===== src/rtl/layer_weight_loader.sv =====
// Configuration-bus initiator for one fully connected layer: takes the host word stream
// (weights then bias, neuron by neuron) and broadcasts each word as an addressed strobe.
module layer_weight_loader #(
    parameter int layerNo    = 1,
    parameter int numNeurons = 30,
    parameter int numWeight  = 784,
    parameter int neuronBase = 0
) (
    input  logic        clk,
    input  logic        rst,
    input  logic        start,
    input  logic [31:0] s_data,
    input  logic        s_valid,
    output logic        s_ready,
    output logic        weightValid,
    output logic        biasValid,
    output logic [31:0] weightValue,
    output logic [31:0] biasValue,
    output logic [31:0] config_layer_num,
    output logic [31:0] config_neuron_num,
    output logic        busy,
    output logic        done
);

    localparam int WW = $clog2(numWeight + 1);
    localparam int NW = $clog2(numNeurons + 1);
    localparam logic [WW-1:0] W_LAST = WW'(numWeight - 1);
    localparam logic [NW-1:0] N_LAST = NW'(numNeurons - 1);

    typedef enum logic [1:0] {
        ST_IDLE   = 2'd0,
        ST_WEIGHT = 2'd1,
        ST_BIAS   = 2'd2,
        ST_DONE   = 2'd3
    } state_t;

    state_t        state_q, state_d;
    logic [WW-1:0] w_q, w_d;
    logic [NW-1:0] n_q, n_d;
    logic          weight_valid_q, weight_valid_d;
    logic          bias_valid_q, bias_valid_d;
    logic [31:0]   weight_value_q, weight_value_d;
    logic [31:0]   bias_value_q, bias_value_d;
    logic [31:0]   neuron_num_q, neuron_num_d;
    logic          accept_s;
    logic [31:0]   addr_s;

    assign s_ready = (state_q == ST_WEIGHT) || (state_q == ST_BIAS);
    assign busy    = s_ready;
    assign done    = (state_q == ST_DONE);
    assign accept_s = s_valid && s_ready;
    assign addr_s   = 32'(neuronBase) + 32'(n_q);

    assign weightValid       = weight_valid_q;
    assign biasValid         = bias_valid_q;
    assign weightValue       = weight_value_q;
    assign biasValue         = bias_value_q;
    assign config_neuron_num = neuron_num_q;
    assign config_layer_num  = 32'(layerNo);

    // State, counters and the registered configuration bus.
    always_ff @(posedge clk) begin
        if (rst) begin
            state_q        <= ST_IDLE;
            w_q            <= '0;
            n_q            <= '0;
            weight_valid_q <= 1'b0;
            bias_valid_q   <= 1'b0;
            weight_value_q <= 32'd0;
            bias_value_q   <= 32'd0;
            neuron_num_q   <= 32'(neuronBase);
        end else begin
            state_q        <= state_d;
            w_q            <= w_d;
            n_q            <= n_d;
            weight_valid_q <= weight_valid_d;
            bias_valid_q   <= bias_valid_d;
            weight_value_q <= weight_value_d;
            bias_value_q   <= bias_value_d;
            neuron_num_q   <= neuron_num_d;
        end
    end

    // Next-state decode; strobes default low, values and address hold between strobes.
    always_comb begin
        state_d        = state_q;
        w_d            = w_q;
        n_d            = n_q;
        weight_valid_d = 1'b0;
        bias_valid_d   = 1'b0;
        weight_value_d = weight_value_q;
        bias_value_d   = bias_value_q;
        neuron_num_d   = neuron_num_q;
        case (state_q)
            ST_IDLE: begin
                if (start) begin
                    state_d = ST_WEIGHT;
                    w_d     = '0;
                    n_d     = '0;
                end else begin
                    state_d = ST_IDLE;
                end
            end
            ST_WEIGHT: begin
                if (accept_s) begin
                    weight_valid_d = 1'b1;
                    weight_value_d = s_data;
                    neuron_num_d   = addr_s;
                    if (w_q == W_LAST) begin
                        w_d     = '0;
                        state_d = ST_BIAS;
                    end else begin
                        w_d = w_q + WW'(1);
                    end
                end else begin
                    state_d = ST_WEIGHT;
                end
            end
            ST_BIAS: begin
                if (accept_s) begin
                    bias_valid_d = 1'b1;
                    bias_value_d = s_data;
                    neuron_num_d = addr_s;
                    n_d          = n_q + NW'(1);
                    if (n_q == N_LAST) begin
                        state_d = ST_DONE;
                    end else begin
                        state_d = ST_WEIGHT;
                    end
                end else begin
                    state_d = ST_BIAS;
                end
            end
            ST_DONE: begin
                state_d = ST_IDLE;
            end
            default: begin
                state_d = ST_IDLE;
            end
        endcase
    end

endmodule


===== config.mk =====
export PLATFORM = sky130hd
export DESIGN_NAME = layer_weight_loader
export DESIGN_NICKNAME = d
export VERILOG_FILES = /design/src/rtl/layer_weight_loader.sv
export SDC_FILE = /design/constraint.sdc
export NUM_CORES = 1
export LEC_CHECK = 0
export ABC_AREA = 1
export CAP_MARGIN = 20
export CORE_ASPECT_RATIO = 2
export CORE_MARGIN = 1.5
export CORE_UTILIZATION = 39
export DETAILED_ROUTE_END_ITERATION = 12
export HOLD_SLACK_MARGIN = 0.06
export PLACE_DENSITY = 0.78
export SYNTH_ARGS = -nofsm -noshare
export SYNTH_HDL_FRONTEND = slang
export SYNTH_SLANG_ARGS = --single-unit

===== constraint.sdc =====
create_clock -name clk -period 1.4 [get_ports clk]
set_input_delay 0.42 -clock clk [delete_from_list [all_inputs] [get_ports clk]]
set_output_delay 0.42 -clock clk [all_outputs]
set_load 0.02 [all_outputs]

# Word level (Yosys, flattened, before mapping)
# Cells that the tools add are included.
[word_totals]
elab_cells = 48
register_bits = 88
[op_classes]
n_reduce_logical = 13
eq_ne = 9
n_addsub = 2
mux = 14
n_bitwise = 2
[ops]
columns = ["op", "count"]
rows = [
  ["two-way mux 10 bit", 3],
  ["case mux 10 bit (2 select lines)", 1],
  ["adder 10 x 1 -> 10 bit, second input constant", 1],
  ["equality test 10 bit, second input constant", 1],
  ["two-way mux 5 bit", 2],
  ["case mux 5 bit (2 select lines)", 1],
  ["two-way mux 2 bit", 4],
  ["case mux 2 bit (4 select lines)", 1],
  ["!= test 2 bit, second input constant", 3],
  ["AND reduction 2 bit", 3],
  ["AND reduction 3 bit", 2],
  ["OR reduction 2 bit", 3],
  ["adder 5 x 1 -> 5 bit, second input constant", 1],
  ["equality test 5 bit, second input constant", 1],
  ["equality test 2 bit, second input constant", 2],
  ["nonzero test 2 bit", 2],
  ["!= test 3 x 2 -> 1 bit, second input constant", 1],
  ["equality test 2 x 1 -> 1 bit, second input constant", 1],
  ["logical NOT 2 bit", 1],
  ["two-way mux 1 bit", 2],
  ["inverter 1 bit", 2],
  ["logical AND 1 bit", 1],
  ["logical OR 1 bit", 1],
]

# Depth between registers and ports, before layout
# Gate-level depths: netlist (run 1).
[depth]
word_depth = 5
ltp_mapped = 12

# Worst setup path after synthesis (run 1)
# Ideal clock, no wire load.
[synth_path]
path_type = "reg-to-reg"
start = "register state_q[0]"
end = "register w_q[4]"
arrival_ns = 1.524
setup_ns = 0.115
path_slack_ns = -0.239
path_stages_with_launch = 10
path_buffers = 0
t_required_ns = 1.285
cell_sequence = "dfxtp_1 inv_1 ha_1 nand2_2 nand2_2 nand3_4 inv_4 nand2_2 xor2_1 nor2_2"
[synth_via]
elab_chain_len = 5
[synth_rtl]
columns = ["item", "line", "rtl"]
rows = [
  ["start, declared", "37", "state_t state_q, state_d;"],
  ["start signal, assigned", "73", "state_q <= state_d;"],
  ["equality test 2 x 1 -> 1 bit or equality test 2 bit (tied branches)", "48", "assign s_ready = (state_q == ST_WEIGHT) || (state_q == ST_BIAS);"],
  ["logical OR 1 bit *", "48", ""],
  ["via busy", "21", "output logic busy,"],
  ["logical AND 1 bit *", "51", "assign accept_s = s_valid && s_ready;"],
  ["!= test 2 bit (no line) *", "n/a", ""],
  ["AND reduction 3 bit (no line) *", "n/a", ""],
  ["end signal, assigned", "74", "w_q <= w_d;"],
  ["end, declared", "38", "logic [WW-1:0] w_q, w_d;"],
]
# Mark *: on every way through the listed nets, which the timed path passes. The rest lies on a longest branch.
# A chain may end at the register's enable or synchronous reset.

# Worst setup path after layout (run 1)
[layout_path]
start = "register state_q[0]"
end = "register w_q[7]"
[layout_via]
elab_chain_len = 5
[layout_rtl]
columns = ["item", "line"]
rows = [
  ["equality test 2 x 1 -> 1 bit or equality test 2 bit (tied branches)", "48, 94"],
  ["logical OR 1 bit", "48"],
  ["logical AND 1 bit", "51"],
  ["!= test 2 bit (no line)", "n/a"],
  ["AND reduction 3 bit (no line)", "n/a"],
]
# Several ways; a longest one is shown, not always the timed one.

==> results_dict.tcl, run 1 <==
set metrics [dict create \
    status "finished with violations" \
    violations "setup timing" \
    cp_max_fo 4 \
    timing.fmax_mhz 643 \
    antenna_found_initial 0 \
    p_comb_share_pct 17.7 \
    clockBufferDepth 2 \
    yosys.cell_count.top_type "nand2_1" \
    worstHoldPathType "register to register" \
    drcViolationCount 0 \
    drive_gt1_share_pct 28.8 \
    numCtsBuffers 9 \
    setup_ws_ps -154 \
    grt.overflow.total 0 \
    vias 3756 \
    crit_buf_inv 2 \
    cts_tree "built" \
    muxShareOfSynthArea_pct 0 \
    fp.dieArea_um2 10900 \
    seqPwrFrac_pct 42.0 \
    async_flop_share_pct 0 \
    regToRegSetupSlack_ps -150 \
    p_clk_share_pct 40.2 \
    p_switching_mw 1.69 \
    htree_num_levels 3 \
    final_max_slew_viol_count 0 \
    synth_edf_count 0 \
    period_minus_slack_ps 1550 \
    skew_ps 5.15 \
    r2r-end "w_q[7]$_SDFFE_PP0P_" \
    start_util_pct 39.7 \
    crit_arrival_ps 1830 \
    start_kind "register" \
    die_h_um 146 \
    nNetsFinal 708 \
    crit_cells 9 \
    ys_ff_latch 88 \
    core_area_um2 10000 \
    synth_compound_area_share_pct 11.7 \
    yosysUniqueCellTypes 30 \
    io_buffers 109 \
    n_fill_cell 879 \
    synth_fa_ha_area_share_pct 2.52 \
    placed_cell_area_um2 5230 \
    synthXorXnorAreaFrac_pct 0.440 \
    routedWlPerCell_um 13.6 \
    synthSimpleGateAreaFrac_pct 24.1 \
    criticalPathCategory "register to register" \
    drt_iter0_markers 129 \
    synth_cells 525 \
    antenna_cells 0 \
    cp.required_ps 1670 \
    areaGrowthSynthToFinish_pct 46.9 \
    slowest_stage "dfxtp_2" \
    worstSetupEndpointType "register" \
    max_stage_delay_ps 330 \
    synth_seq_area_share_pct 44.3 \
    syn_area_um2 3980 \
    vias_per_cell 4.67 \
    sw_frac_of_total_pct 26.9 \
    r2r-start "state_q[0]$_SDFFE_PP0P_" \
    cp_cell_sequence "inv_2, ha_4, buf_6, nand2_8, nand2_4, nand3_4, nor2_4, nand3_1, a21oi_2" \
    grt_usage_pct 20.0 \
    globalplace.congestion 0.826 \
    yosys_warnings 0 \
    hpwl_um 7610 \
    grt_pass1_wl_um 16500 \
    drt-pass1-iter-count 4 \
    io_pins 169 \
    leakage_nw 2.31 \
    power_density_nw_per_um2 1070 \
    r2r_cells 9 \
    hold_violations 0 \
    period_share_pct 111 \
    ys_top_cells_by_count "nand2_1 (107), dfxtp_1 (88), nor2_1 (82)" \
    post-route-util_pct 58.3 \
    yosysTopAreaCellShare_pct 44.3 \
    fin_setup_tns_ps -5010 \
    critPathLaunch "state_q[0]$_SDFFE_PP0P_" \
    antenna_left 0 \
    path_clk_slew_ps 60 \
    wl_um 11000 \
    cpLargestDelayFamily "simple AND/OR/NAND/NOR gates" \
    rsz0062_at_grt "true" \
    clock_sinks 88 \
    critPathCapture "w_q[7]$_SDFFE_PP0P_" \
    setup_viol 77 \
    ir_drop_uv 811 \
    grt_max_degree 33 \
    clk_latency_ps 340 \
    power.internal_mw 4.59 \
    drv_cap 0 \
    ys.flop_type "dfxtp_1" \
    total_power_mw 6.28 \
    ctsRootBufferMaster "clkbuf_16" \
    dieWidth_um 74.4 \
    synth_top_cell_by_area "dfxtp_1" \
    rows 52 \
    fin_area_um2 5850 \
    synth.avg_cell_area_um2 7.58 \
    netlist_top_cells_area "dfxtp_1 (44%), buf_4 (12%), nand2_1 (10%)" \
    synth_top_family_by_area "simple AND/OR/NAND/NOR gates" \
    grt_pass1_vias 3567 \
]
==> routing by layer <==
layer / vias up / wire length (um) / GRT usage (%)
met5: - / 0 / 0
met4: 0 / 455 / 10.6
met3: 37 / 616 / 5.47
met2: 171 / 6110 / 37.0
met1: 1721 / 3790 / 18.9
li1: 1827 / - / -
==> power by group through the flow <==
stage / Clock (mW) / Combinational [mW] / Sequential, mW
3_5_place_dp: 0 / 1.01 / 2.70
5_1_grt: 2.68 / 1.20 / 2.65
4_1_cts: 2.58 / 1.07 / 2.64
6_report: 2.53 / 1.11 / 2.64
3_3_place_gp: 0 / 0.996 / 2.69
2_1_floorplan: 0 / 0.618 / 2.78
==> cells in the final DEF, fill, tap and decap left out, types with 16 or more instances in the layout <==
cell type and instances:
buf_2 16, clkdlybuf4s50_1 35, conb_1 59, nand2_1 98, inv_1 18, buf_4 28, clkdlybuf4s15_2 44, nor2_1 81
o21ai_0 35, a21oi_1 32, dfxtp_1 86
==> cells by family (layout without fill, tap and decap cells) <==
logic type | Yosys count | count (layout)
AND/OR/NAND/NOR | 224 | 225
buffers and inverters | 109 | 195
AO/OA/AOI/OAI | 92 | 92
flip-flops | 88 | 88
adder cells (fa/ha/maj) | 8 | 8
other | 2 | 59
XOR/XNOR | 2 | 2
==> state kept, by name, indices dropped and copies added (netlist names) <==
signal and count:
weightValid 1, state_q 2, biasValid 1, weightValue 32
w_q 10, n_q 5, config_neuron_num 5, biasValue 32
==> worst register-to-register path: stages (launching register included) <==
cell and delay, ps:
dfxtp_2 330, inv_2 50, ha_4 280, buf_6 110
nand2_8 60, nand2_4 80, nand3_4 120, nor2_4 200
nand3_1 120, a21oi_2 140
==> cell type report <==
class	instances	area, um2	area share, %
well taps	135	169	2.89
clock buffers	11	233	3.98
multi-input cells	386	2000	34.2
clock inverters	5	81.3	1.39
flip-flops and latches	88	1760	30.2
inverters	28	135	2.31
repair buffers	151	1460	25.0
==> worst min-delay path by stage <==
stage	from	to	slack, ps	cells past startpoint
2_1_floorplan	w_q[0]$_SDFFE_PP0P_	w_q[0]$_SDFFE_PP0P_	460	2
3_3_place_gp	biasValue[11]$_SDFFE_PP0P_	biasValue[11]$_SDFFE_PP0P_	450	2
3_5_place_dp	biasValue[22]$_SDFFE_PP0P_	biasValue[22]$_SDFFE_PP0P_	460	2
4_1_cts	biasValue[22]$_SDFFE_PP0P_	biasValue[22]$_SDFFE_PP0P_	460	2
5_1_grt	biasValue[17]$_SDFFE_PP0P_	biasValue[17]$_SDFFE_PP0P_	490	2
6_report	biasValue[22]$_SDFFE_PP0P_	biasValue[22]$_SDFFE_PP0P_	470	2
==> repair_timing <==
item                       in CTS  in global routing
pin swaps                       6                 11
buffers inserted                4                  2
setup endpoints to repair     156                113
cloned                          2                  2
hold buffers                    0                  0
gates resized for setup       258                 63
==> per-stage QoR <==
stage                     cells  setup slack (ps)  hold slack (ps)
after global placement      779              -399              452
after floorplan             582             -25.4              461
after CTS                   801              -146              464
final                       804              -154              466
after detailed placement    779              -403              459
after global routing        804              -236              487
Note: power is estimated with default switching activity, not from simulation.
==> inputs of run 2 (changes only) <==
==> constraint.sdc (replaced) <==
create_clock -name clk -period 1.4 [get_ports clk]
set_input_delay 0.21 -clock clk [delete_from_list [all_inputs] [get_ports clk]]
set_output_delay 0.21 -clock clk [all_outputs]
set_load 0.02 [all_outputs]
==> results_dict.tcl, run 2 (synthesized netlist as in run 1, its figures left out) <==
set metrics [dict create \
    status "finished with violations" \
    violations "setup timing" \
    routedWlPerCell_um 14.2 \
    period_share_pct 106 \
    vias 3788 \
    areaGrowthSynthToFinish_pct 56.8 \
    cts_tree "built" \
    htree_num_levels 3 \
    layout_common_cells "dfxtp_1 (86), nor2_1 (80), dlygate4sd2_1 (71)" \
    multi_input_area_um2 2310 \
    setup_ws_ps -84.9 \
    drcViolationCount 0 \
    power_density_nw_per_um2 977 \
    r2r-end "n_q[3]$_SDFFE_PP0P_" \
    dieWidth_um 74.4 \
    path_clk_slew_ps 60 \
    r2r-start "state_q[1]$_SDFFE_PP0P_" \
    clk_latency_ps 330 \
    total_power_mw 6.10 \
    leakage_nw 2.70 \
    ctsRootBufferMaster "clkbuf_16" \
    hold_violations 0 \
    hpwl_um 7810 \
    globalplace.congestion 0.821 \
    worstHoldStart "s_data[19]" \
    numCtsBuffers 9 \
    final_common_cell "dfxtp_1" \
    dp_cells 779 \
    ir_drop_uv 836 \
    drive_gt1_share_pct 28.9 \
    worstSetupEndpointType "register" \
    drv_cap 0 \
    rsz0062_at_grt "true" \
    whs_path_depth 3 \
    skew_ps 5.75 \
    drt_iter0_markers 147 \
    grt_max_degree 33 \
    whs_endpoint "biasValue[19]$_SDFFE_PP0P_" \
    n_fill_cell 864 \
    antenna_found_initial 0 \
    hold_slack_ps 461 \
    cp_max_fo 7 \
    clockBufferDepth 2 \
    vias_per_cell 4.68 \
    nNetsFinal 714 \
    grt.overflow.total 0 \
    fp.dieArea_um2 10900 \
    setup_viol 46 \
    drt-pass1-iter-count 4 \
    instances_no_fill 810 \
    start_kind "register" \
    clock_sinks 88 \
    core_area_um2 10000 \
    io_buffers 109 \
    period_minus_slack_ps 1480 \
    r2r_cells 12 \
    wl_um 11500 \
    grt_pass1_wl_um 17700 \
    antenna_cells 0 \
    antenna_left 0 \
    criticalPathCategory "register to register" \
    placed_cell_area_um2 5220 \
    grt_pass1_vias 3721 \
    rows 52 \
    regToRegSetupSlack_ps -80 \
    place_ws_ps -233 \
    timing.fmax_mhz 673 \
    cp.required_ps 1670 \
    final_max_slew_viol_count 0 \
    start_util_pct 39.7 \
    crit_arrival_ps 1760 \
    grt_usage_pct 21.3 \
    seq_area_um2 1760 \
    io_pins 169 \
    worstHoldPathType "input pin to register" \
    fin_area_um2 6240 \
    die_h_um 146 \
]
-- run 2: cell types whose count changed in the layout (fill, tap and decap cells not counted), sizes merged --
cell and delta:
buf -8, bufinv -2, clkbuf -12, clkdlybuf4s15 -44
dlygate4sd2 +71, inv +2, nand3 -1
-- run 2: metrics by stage --
| stage | utilization [%] | TNS (ps) |
|---|---|---|
| 6_report | 62.3 | -2200 |
| 5_1_grt | 62.3 | -5760 |
| 4_1_cts | 59.3 | -1540 |
| 3_5_place_dp | 52.1 | -14500 |
| 3_3_place_gp | 52.1 | -13140 |
| 2_1_floorplan | - | -106 |
-- run 2: area by class of cell --
type                       count  area share [%]
sequential                    88            28.3
inverter                      28            2.21
tap                          135            2.71
timing repair buffer         158            25.1
multi-input combinational    385            37.1
clock inverter                 5           0.622
clock buffer                  11            4.05
-- run 2: worst max-delay path: stages (launching register included) --
cell     delay [ps]
dfxtp_2         350
inv_4            50
ha_4            280
nand2_4          70
inv_4            90
nand2_8          90
nand2_4         100
nand2_8          80
inv_8            70
nand2_4          40
nand2_2          60
nand2_1          50
nor2_1           80
-- run 2: power by group --
part	switching (mW)	total [mW]	leakage, nW	internal (mW)
registers	0.0483	2.64	0.714	2.59
clock network	1.00	2.31	0.143	1.31
logic	0.699	1.14	1.84	0.443
-- run 2: per-layer routing --
metal | routed length (um) | track usage [%]
met4 | 546 | 12.0
met2 | 6590 | 38.9
met3 | 475 | 4.71
met1 | 3910 | 20.8
met5 | 0 | 0
-- run 2: worst max-delay path by stage --
stage,end,startpoint,cells past startpoint,slack (ps)
after global routing,n_q[3]$_SDFFE_PP0P_,state_q[1]$_SDFFE_PP0P_,12,-180
after CTS,state_q[0]$_SDFFE_PP0P_,state_q[0]$_SDFFE_PP0P_,9,-100
final,n_q[3]$_SDFFE_PP0P_,state_q[1]$_SDFFE_PP0P_,12,-80
after global placement,weightValue[26]$_SDFFE_PP0P_,s_valid,6,-220
after detailed placement,state_q[0]$_SDFFE_PP0P_,s_valid,7,-230
after floorplan,w_q[4]$_SDFFE_PP0P_,state_q[0]$_SDFFE_PP0P_,9,-30
-- run 2: timing repair --
item	4_1_cts	5_1_grt
endpoints found under the setup margin	155	89
resized for setup	191	76
pin swaps	36	23
endpoints found under the hold margin	0	0
setup buffers	10	1
cloned	3	2
hold buffers	0	0
